[config.mk]
export PLATFORM = sky130hd
export DESIGN_NAME = seg_scan_controller_flat
export DESIGN_NICKNAME = d
export VERILOG_FILES = /design/src/rtl/seg_scan_controller_if.sv /design/src/rtl/seg_scan_controller.sv /design/src/flat_wrapper.sv
export SDC_FILE = /design/constraint.sdc
export NUM_CORES = 1
export LEC_CHECK = 0
export BUFFER_PORTS_ARGS = -buffer_cell sky130_fd_sc_hd__buf_2
export CAP_MARGIN = 15
export CELL_PAD_IN_SITES_DETAIL_PLACEMENT = 1
export CELL_PAD_IN_SITES_GLOBAL_PLACEMENT = 2
export CORE_MARGIN = 10
export CORE_UTILIZATION = 40
export CTS_BUF_LIST = sky130_fd_sc_hd__clkbuf_4 sky130_fd_sc_hd__clkbuf_8
export CTS_CLUSTER_SIZE = 24
export DETAILED_ROUTE_END_ITERATION = 16
export PLACE_DENSITY_LB_ADDON = 0.1
export SLEW_MARGIN = 25
export SYNTH_ARGS = -nofsm -noshare
export SYNTH_HDL_FRONTEND = slang
export SYNTH_SLANG_ARGS = --single-unit
[constraint.sdc]
create_clock -name CLK -period 2.84 [get_ports CLK]
set_clock_uncertainty 0.15 [all_clocks]
set_input_delay 0.142 -clock CLK [delete_from_list [all_inputs] [get_ports CLK]]
set_output_delay 0.142 -clock CLK [all_outputs]
set_load 0.03 [all_outputs]
[src/rtl/seg_scan_controller_if.sv]
`default_nettype none
// ============================================================================
// Module      : seg_scan_controller_if
// Description : Interface bundling the value-load handshake and the
//               digit-drive outputs of the seven-segment scan controller.
// Revision    : 1.0 - initial release
// ============================================================================
interface seg_scan_controller_if;
    logic        ENABLE;
    logic [15:0] VALUE_IN;
    logic [3:0]  DOT_IN;
    logic        LOAD;
    logic        READY;
    logic [3:0]  BINARY;
    logic [1:0]  SEGMENT;
    logic        DOT;
    logic        BLANK;
    logic        FRAME_DONE;

    // Producer side: offers values and enables the display
    modport master (
        output ENABLE, VALUE_IN, DOT_IN, LOAD,
        input  READY, BINARY, SEGMENT, DOT, BLANK, FRAME_DONE
    );

    // Controller side
    modport slave (
        input  ENABLE, VALUE_IN, DOT_IN, LOAD,
        output READY, BINARY, SEGMENT, DOT, BLANK, FRAME_DONE
    );
endinterface
`default_nettype wire

[src/rtl/seg_scan_controller.sv]
`default_nettype none
// ============================================================================
// Module      : seg_scan_controller
// Description : Time-multiplexes a 16-bit hex value onto a four-digit
//               seven-segment decoder with per-digit dots, optional
//               leading-zero blanking and frame-aligned (tear-free) updates.
// Revision    : 1.0 - initial release
// ============================================================================
module seg_scan_controller #(
    parameter int REFRESH_DIV   = 100000,
    parameter bit BLANK_LEADING = 1'b1
) (
    input  wire logic             CLK,
    input  wire logic             RESET,
    seg_scan_controller_if.slave  bus
);

    localparam int                c_CNT_W    = (REFRESH_DIV > 2) ? $clog2(REFRESH_DIV) : 1;
    localparam logic [c_CNT_W-1:0] c_CNT_LAST = c_CNT_W'(REFRESH_DIV - 1);

    typedef enum logic [0:0] {
        ST_OFF  = 1'b0,
        ST_SCAN = 1'b1
    } state_t;

    state_t               state_q, state_d;
    logic [c_CNT_W-1:0]   cnt_q, cnt_d;
    logic [1:0]           seg_q, seg_d;
    logic [15:0]          disp_q, disp_d;
    logic [3:0]           disp_dot_q, disp_dot_d;
    logic [15:0]          pend_q, pend_d;
    logic [3:0]           pend_dot_q, pend_dot_d;
    logic                 pend_valid_q, pend_valid_d;

    logic [3:0]           binary_q, binary_d;
    logic [1:0]           segment_q, segment_d;
    logic                 dot_q, dot_d;
    logic                 blank_q, blank_d;
    logic                 frame_done_q, frame_done_d;

    logic                 w_ready;
    logic                 w_xfer;

    assign w_ready = !pend_valid_q;

    // True when digit s is a leading zero: s is not the units digit and
    // every digit from s upward is zero.
    function automatic logic leading_zero(input logic [15:0] v, input logic [1:0] s);
        logic nz;
        nz = 1'b0;
        for (int j = 0; j < 4; j++) begin
            if ((j >= int'(s)) && (v[4*j +: 4] != 4'h0)) begin
                nz = 1'b1;
            end
        end
        return (s != 2'd0) && !nz;
    endfunction

    // Scan sequencing, frame-boundary transfer and load capture
    always_comb begin
        state_d      = state_q;
        cnt_d        = cnt_q;
        seg_d        = seg_q;
        disp_d       = disp_q;
        disp_dot_d   = disp_dot_q;
        pend_d       = pend_q;
        pend_dot_d   = pend_dot_q;
        pend_valid_d = pend_valid_q;
        frame_done_d = 1'b0;
        w_xfer       = 1'b0;

        case (state_q)
            ST_OFF: begin
                cnt_d  = '0;
                seg_d  = 2'd0;
                // Display is dark, so a pending value can be applied at once
                w_xfer = pend_valid_q;
                if (bus.ENABLE) begin
                    state_d = ST_SCAN;
                end
            end
            ST_SCAN: begin
                if (!bus.ENABLE) begin
                    // Abandon the frame: no FRAME_DONE, no transfer
                    state_d = ST_OFF;
                    cnt_d   = '0;
                    seg_d   = 2'd0;
                end else if (cnt_q == c_CNT_LAST) begin
                    cnt_d = '0;
                    seg_d = seg_q + 2'd1;
                    if (seg_q == 2'd3) begin
                        frame_done_d = 1'b1;
                        w_xfer       = pend_valid_q;
                    end
                end else begin
                    cnt_d = cnt_q + c_CNT_W'(1);
                end
            end
            default: begin
                state_d = ST_OFF;
                cnt_d   = '0;
                seg_d   = 2'd0;
            end
        endcase

        if (w_xfer) begin
            disp_d       = pend_q;
            disp_dot_d   = pend_dot_q;
            pend_valid_d = 1'b0;
        end

        // Transfer needs pend_valid set and capture needs it clear, so the
        // two never coincide on one edge.
        if (bus.LOAD && w_ready) begin
            pend_d       = bus.VALUE_IN;
            pend_dot_d   = bus.DOT_IN;
            pend_valid_d = 1'b1;
        end
    end

    // Decoder drive computed from post-edge state so outputs can be registered
    always_comb begin
        segment_d = 2'd0;
        binary_d  = 4'h0;
        dot_d     = 1'b1;
        blank_d   = 1'b1;
        if (state_d == ST_SCAN) begin
            segment_d = seg_d;
            binary_d  = disp_d[{seg_d, 2'b00} +: 4];
            dot_d     = !disp_dot_d[seg_d];
            blank_d   = BLANK_LEADING ? leading_zero(disp_d, seg_d) : 1'b0;
        end
    end

    // State and output registers
    always_ff @(posedge CLK or posedge RESET) begin
        if (RESET) begin
            state_q      <= ST_OFF;
            cnt_q        <= '0;
            seg_q        <= 2'd0;
            disp_q       <= 16'h0000;
            disp_dot_q   <= 4'h0;
            pend_q       <= 16'h0000;
            pend_dot_q   <= 4'h0;
            pend_valid_q <= 1'b0;
            binary_q     <= 4'h0;
            segment_q    <= 2'd0;
            dot_q        <= 1'b1;
            blank_q      <= 1'b1;
            frame_done_q <= 1'b0;
        end else begin
            state_q      <= state_d;
            cnt_q        <= cnt_d;
            seg_q        <= seg_d;
            disp_q       <= disp_d;
            disp_dot_q   <= disp_dot_d;
            pend_q       <= pend_d;
            pend_dot_q   <= pend_dot_d;
            pend_valid_q <= pend_valid_d;
            binary_q     <= binary_d;
            segment_q    <= segment_d;
            dot_q        <= dot_d;
            blank_q      <= blank_d;
            frame_done_q <= frame_done_d;
        end
    end

    assign bus.READY      = w_ready;
    assign bus.BINARY     = binary_q;
    assign bus.SEGMENT    = segment_q;
    assign bus.DOT        = dot_q;
    assign bus.BLANK      = blank_q;
    assign bus.FRAME_DONE = frame_done_q;

endmodule
`default_nettype wire
[src/flat_wrapper.sv]
// flat-port wrapper written by rule: the top's interface ports become plain ports
module seg_scan_controller_flat 
#(
    parameter int REFRESH_DIV   = 100000,
    parameter bit BLANK_LEADING = 1'b1
)
  (CLK, RESET, bus_ENABLE, bus_VALUE_IN, bus_DOT_IN, bus_LOAD, bus_READY, bus_BINARY, bus_SEGMENT, bus_DOT, bus_BLANK, bus_FRAME_DONE);
  seg_scan_controller_if bus_i ();
  input  wire logic CLK;
  input  wire logic RESET;
  input wire logic [$bits(bus_i.ENABLE)-1:0] bus_ENABLE;
  input wire logic [$bits(bus_i.VALUE_IN)-1:0] bus_VALUE_IN;
  input wire logic [$bits(bus_i.DOT_IN)-1:0] bus_DOT_IN;
  input wire logic [$bits(bus_i.LOAD)-1:0] bus_LOAD;
  output wire logic [$bits(bus_i.READY)-1:0] bus_READY;
  output wire logic [$bits(bus_i.BINARY)-1:0] bus_BINARY;
  output wire logic [$bits(bus_i.SEGMENT)-1:0] bus_SEGMENT;
  output wire logic [$bits(bus_i.DOT)-1:0] bus_DOT;
  output wire logic [$bits(bus_i.BLANK)-1:0] bus_BLANK;
  output wire logic [$bits(bus_i.FRAME_DONE)-1:0] bus_FRAME_DONE;
  assign bus_i.ENABLE = bus_ENABLE;
  assign bus_i.VALUE_IN = bus_VALUE_IN;
  assign bus_i.DOT_IN = bus_DOT_IN;
  assign bus_i.LOAD = bus_LOAD;
  assign bus_READY = bus_i.READY;
  assign bus_BINARY = bus_i.BINARY;
  assign bus_SEGMENT = bus_i.SEGMENT;
  assign bus_DOT = bus_i.DOT;
  assign bus_BLANK = bus_i.BLANK;
  assign bus_FRAME_DONE = bus_i.FRAME_DONE;
  seg_scan_controller #(.REFRESH_DIV(REFRESH_DIV), .BLANK_LEADING(BLANK_LEADING)) u_core (.CLK(CLK), .RESET(RESET), .bus(bus_i));
endmodule
; ---- Word-level counts from Yosys, hierarchy flattened
; Index checks and enable logic that the tools add are counted.
[word_totals]
ram_bits = 0
latch_bits = 0
mem_bits_ro = 0
regBits = 70
inputBits = 24
n_memories = 0
elab_cells = 67
output_inout_bits = 10
[op_classes]
bitwise_logic = 1
n_div = 0
muxes = 30
n_addsub = 2
n_eq_ne = 2
multipliers = 0
shifts = 1
magnitude_cmp = 4
reduce_logical = 14
[ops]
columns = op, count
row1 = 17-bit two-way mux, 2
row2 = 17-bit one-hot mux with 2 select lines, 1
row3 = 1-bit two-way mux, 18
row4 = "17-bit by 1-bit adder with 17-bit output, second input constant", 1
row5 = "17-bit == test, second input constant", 1
row6 = 16-bit two-way mux, 1
row7 = 4-bit nonzero test, 4
row8 = 16-bit by 5-bit indexed part select with 4-bit output, 1
row9 = 4-bit two-way mux, 2
row10 = 2-bit two-way mux, 3
row11 = 1-bit logical AND, 5
row12 = "1-bit by 2-bit >= comparator with 1-bit output, first input constant", 2
row13 = 2-bit one-hot mux with 2 select lines, 1
row14 = 2-bit nonzero test, 2
row15 = 1-bit logical NOT, 3
row16 = "2-bit by 3-bit less-than comparator with 1-bit output, second input constant", 1
row17 = "2-bit by 1-bit adder with 2-bit output, second input constant", 1
row18 = 1-bit binary-select mux with 2-bit select, 1
row19 = "2-bit == test, second input constant", 1
row20 = "2-bit >= comparator, first input constant", 1
row21 = 1-bit one-hot mux with 2 select lines, 1
row22 = 1-bit inverter, 1

; ---- Longest topological paths before layout
[depth]
ltp_word = 16
ltp_mapped = 9
mapped_depth_nobuf = 7

; ---- Worst setup path before layout
; Ideal clock, no wire load.
[synth_path]
kind = flip-flop to flip-flop
from = register u_core.cnt_q[0]
to = register u_core.binary_q[0] (netlist: u_core.bus.BINARY[0])
synth_period_minus_slack_ns = 2.307
required_ns = 2.550
setup_time_ns = 0.140
path_stages_with_launch = 10
slack_ns = 0.533
path_buffers = 2
arrival_ns = 2.017
path_cell_list = dfrtp_1 > ha_1 > and4_1 > and4_1 > buf_6 > o2bb2ai_4 > buf_12 > mux2_2 > o221ai_1 > a21oi_1
[synth_between]
elab_chain_cells = 7
elab_cells_between_ends = 10
classes_between = eq/ne: 1 / shift: 1 / mux: 8
[synth_lines]
columns = item, line_no
row1 = from (decl), seg_scan_controller.sv:27  ; logic [c_CNT_W-1:0] cnt_q, cnt_d;
row2 = from (signal assigned), seg_scan_controller.sv:153  ; cnt_q <= cnt_d;
row3 = 17-bit == test, seg_scan_controller.sv:88  ; end else if (cnt_q == c_CNT_LAST) begin
row4 = 1-bit two-way mux, seg_scan_controller.sv:88
row5 = 1-bit two-way mux, seg_scan_controller.sv:83  ; if (!bus.ENABLE) begin
row6 = 1-bit one-hot mux with 2 select lines, seg_scan_controller.sv:72  ; case (state_q)
row7 = 16-bit two-way mux, seg_scan_controller.sv:106  ; if (w_xfer) begin
row8 = named net u_core.disp_d[0], seg_scan_controller.sv:29  ; logic [15:0] disp_q, disp_d;
row9 = 16-bit by 5-bit indexed part select with 4-bit output, seg_scan_controller.sv:129  ; binary_d = disp_d[{seg_d, 2'b00} +: 4];
row10 = 4-bit two-way mux, seg_scan_controller.sv:127  ; if (state_d == ST_SCAN) begin
row11 = named net u_core.binary_d[0], seg_scan_controller.sv:35  ; logic [3:0] binary_q, binary_d;
row12 = to (signal assigned), seg_scan_controller.sv:160  ; binary_q <= binary_d;
row13 = to (decl), seg_scan_controller.sv:35
; The timed path passes the listed nets, and every way through them passes these cells.
; A chain may end at the register's enable or synchronous reset.

; ---- Worst setup path in the final report
[layout_path]
from = register u_core.cnt_q[0]
to = register u_core.binary_q[3] (netlist: u_core.bus.BINARY[3])
; Same word-level chain as after synthesis.

==> metrics.yaml <==
floorplan:
  dieArea_mm2: 0.0117
  rows: 32
  die_w_um: 108
  pin_count: 34
  start_util_pct: 40.7
  fp.dieH_um: 108
  design.core.area_mm2: 0.00761
min_path:
  hp-class: "input pin to async pin"
final_layout:
  syn_to_final_growth_pct: 23.8
  stdcell_count: 409
  finish.net_count: 328
  final_common_cell: "dfrtp_1"
  fillers: 790
  drive_above_1_share_pct: 34.5
  diodes: 0
  layout_common_cells: "dfrtp_1, mux2_2, buf_2"
  post-route-util_pct: 50.4
routing:
  top_layer_used: "met4"
  route.detailed.drc: 0
  drt_iter0_markers: 32
  dr_wl_met2_um: 2980
  routed_wl_um: 6680
  via_per_inst: 5.01
  routedWlPerCell_um: 16.3
  detailroute.via_count: 2048
  wl_met1_um: 3370
  dr_wl_met3_um: 230
  ant_nets: 0
  drt-pass1-iter-count: 4
synthesis:
  yosys_warnings: 0
  syn_avg_cell_area_um2: 13.1
  yosys_register_bits: 70
  synth_top_area_share_pct: 55.0
  synth_top_area_cell: "dfrtp_1"
  syn-cell-area_mm2: 0.00310
  synth_area_leaders: "dfrtp_1, mux2_2, nor2_1"
  ys_types: 44
  syn_nets: 263
  netlist_instances: 237
  synth_edf_count: 0
  synth_async_sr_flop_share_pct: 100
  ys.flop_type: "dfrtp_1"
  ys_seq_area_share_pct: 56.7
timing:
  post-route-period-util_pct: 93.9
  rsz0062_at_grt: "yes"
  finalCriticalPeriod_ns: 2.67
  setup_violations: 0
  fmax_ghz: 0.375
  slew_headroom_pct: 44.0
  worst_pin_slew_ns: 0.839
  slew_viol_final: 0
  hold_violations: 0
grt:
  grt_use_total_pct: 12.4
  grt_pass1_vias: 2209
  antenna_found_initial: 0
  grt_max_degree: 71
  grt_pass1_wl_um: 11400
  overflow: 0
power:
  p_per_area_mw_per_mm2: 696
  ir_drop_v: 0.000288
  p_leak_uw: 0.00164
clocking:
  cts_made_buffers: 9
  clk_pin_slew_worst_paths_ns: 0.08
  cts-root-buf: "clkbuf_8"
  cts_setup_buffers: 0
  insertion_delay_ns: 0.35
  cts.sinks: 70
  cts_tree: "built"
  clock_path_buffers: 2
  htreeDepth: 3
placed_design:
  hpwl_um: 4700
  io_buffers: 33
  gp_congestion: 0.738
  dp_cells: 370
critical_path:
  cp-start-kind: "register"
  worstPathRequired_ns: 2.93
  cp-end-kind: "register"
  worst-path-max-fanout: 27
  worstSetupPathType: "register to register"
  arrival_ns: 2.76
  rrSetupSlack_ns: 0.17
job:
  cap_violations: 0
run_status:
  status: "complete, no violations"
## logic make-up (layout without fill, tap and decap cells)
kind of cell	after synthesis	after routing	share of synthesized area (%)
simple gates	71	71	12.8
fa+ha+maj	2	2	0.808
flops	70	70	56.7
compound gates	18	18	5.25
buf+inv	14	84	2.79
mux	48	48	17.7
xor+xnor	14	14	3.96
## report_power, final
| group | internal [µW] | switching [µW] |
|---|---|---|
| clock network | 453 | 378 |
| logic | 267 | 235 |
| registers | 1220 | 117 |
## routing by layer
metal  vias to the layer above  global-route usage [%]
met1                      1029                    17.1
met3                        10                    4.16
met5                         -                       0
li1                        981                       -
met2                        28                    17.8
met4                         0                    4.29
## state kept, by name, indices dropped and copies added, names as in the netlist
register,flops
u_core.pend_dot_q,4
u_core.pend_valid_q,1
u_core.disp_q,16
u_core.bus.SEGMENT,2
u_core.seg_q,2
u_core.state_q,1
u_core.bus.FRAME_DONE,1
u_core.cnt_q,17
u_core.bus.DOT,1
u_core.bus.BLANK,1
u_core.disp_dot_q,4
u_core.pend_q,16
u_core.bus.BINARY,4
## synth_stat cells, types with 2 or more instances
master,number
dfrtp_1,68
mux2_2,39
nor2_1,26
xnor2_1,9
nand3_1,7
inv_1,6
mux2i_1,6
nand2_1,6
or4_1,5
xor2_1,5
nand4_1,4
a21oi_1,3
and4_1,3
nand2b_1,3
nor3_1,3
and3_1,2
buf_2,2
buf_6,2
clkbuf_1,2
dfstp_2,2
ha_1,2
mux2i_2,2
nand3b_1,2
nor2b_1,2
nor4_1,2
nor4b_2,2
o211a_1,2
o21a_1,2
o21ai_0,2
o221ai_1,2
## final timing paths
path,from,to,cells past startpoint
min in group CLK,u_core.cnt_q[0]$_DFF_PP0_,u_core.cnt_q[0]$_DFF_PP0_,1
worst min register to register,u_core.cnt_q[0]$_DFF_PP0_,u_core.cnt_q[0]$_DFF_PP0_,1
worst min-delay path,RESET,u_core.cnt_q[9]$_DFF_PP0_,4
worst max register to register,u_core.cnt_q[0]$_DFF_PP0_,u_core.bus.BINARY[3]$_DFF_PP0_,7
max in group asynchronous,RESET,u_core.bus.DOT$_DFF_PP1_,4
worst max-delay path,u_core.cnt_q[0]$_DFF_PP0_,u_core.bus.BINARY[3]$_DFF_PP0_,7
## metrics by stage
step | worst slack [ns] | setup TNS (ns) | hold slack (ns) | power (µW) | cell area (µm²)
after floorplan | 0.533 | 0 | 0.0234 | 1680 | 3100
after global placement | 0.267 | 0 | 0.101 | 1820 | 3380
after detailed placement | 0.204 | 0 | 0.105 | 1840 | 3380
after CTS | 0.183 | 0 | 0.286 | 2700 | 3820
after global routing | -0.00811 | -0.00909 | 0.283 | 2820 | 3830
final | 0.172 | 0 | 0.261 | 2670 | 3830
## critical path: stages (launching register included)
cell       delay (ns)
dfrtp_1          0.40
ha_1             0.22
and4_1           0.25
and4_1           0.34
o2bb2ai_4        0.42
mux2_2           0.45
o2bb2a_4         0.21
o211a_1          0.10
## layout make-up
type	count	area (µm²)	share of cell area (%)
repair buffers	62	453	11.8
inverters	6	22.5	0.588
clock buffers	11	151	3.95
flip-flops and latches	70	1750	45.8
clock inverters	5	57.6	1.50
multi-input cells	153	1270	33.0
well taps	102	128	3.33
## what timing repair did
| action | 4_1_cts | 5_1_grt |
|---|---|---|
| hold buffers | 23 | 0 |
| gates resized for setup | 0 | 1 |
| hold endpoints to repair | 91 | 0 |
| setup endpoints to repair | 0 | 2 |
Power figures use the tool's default switching activity.
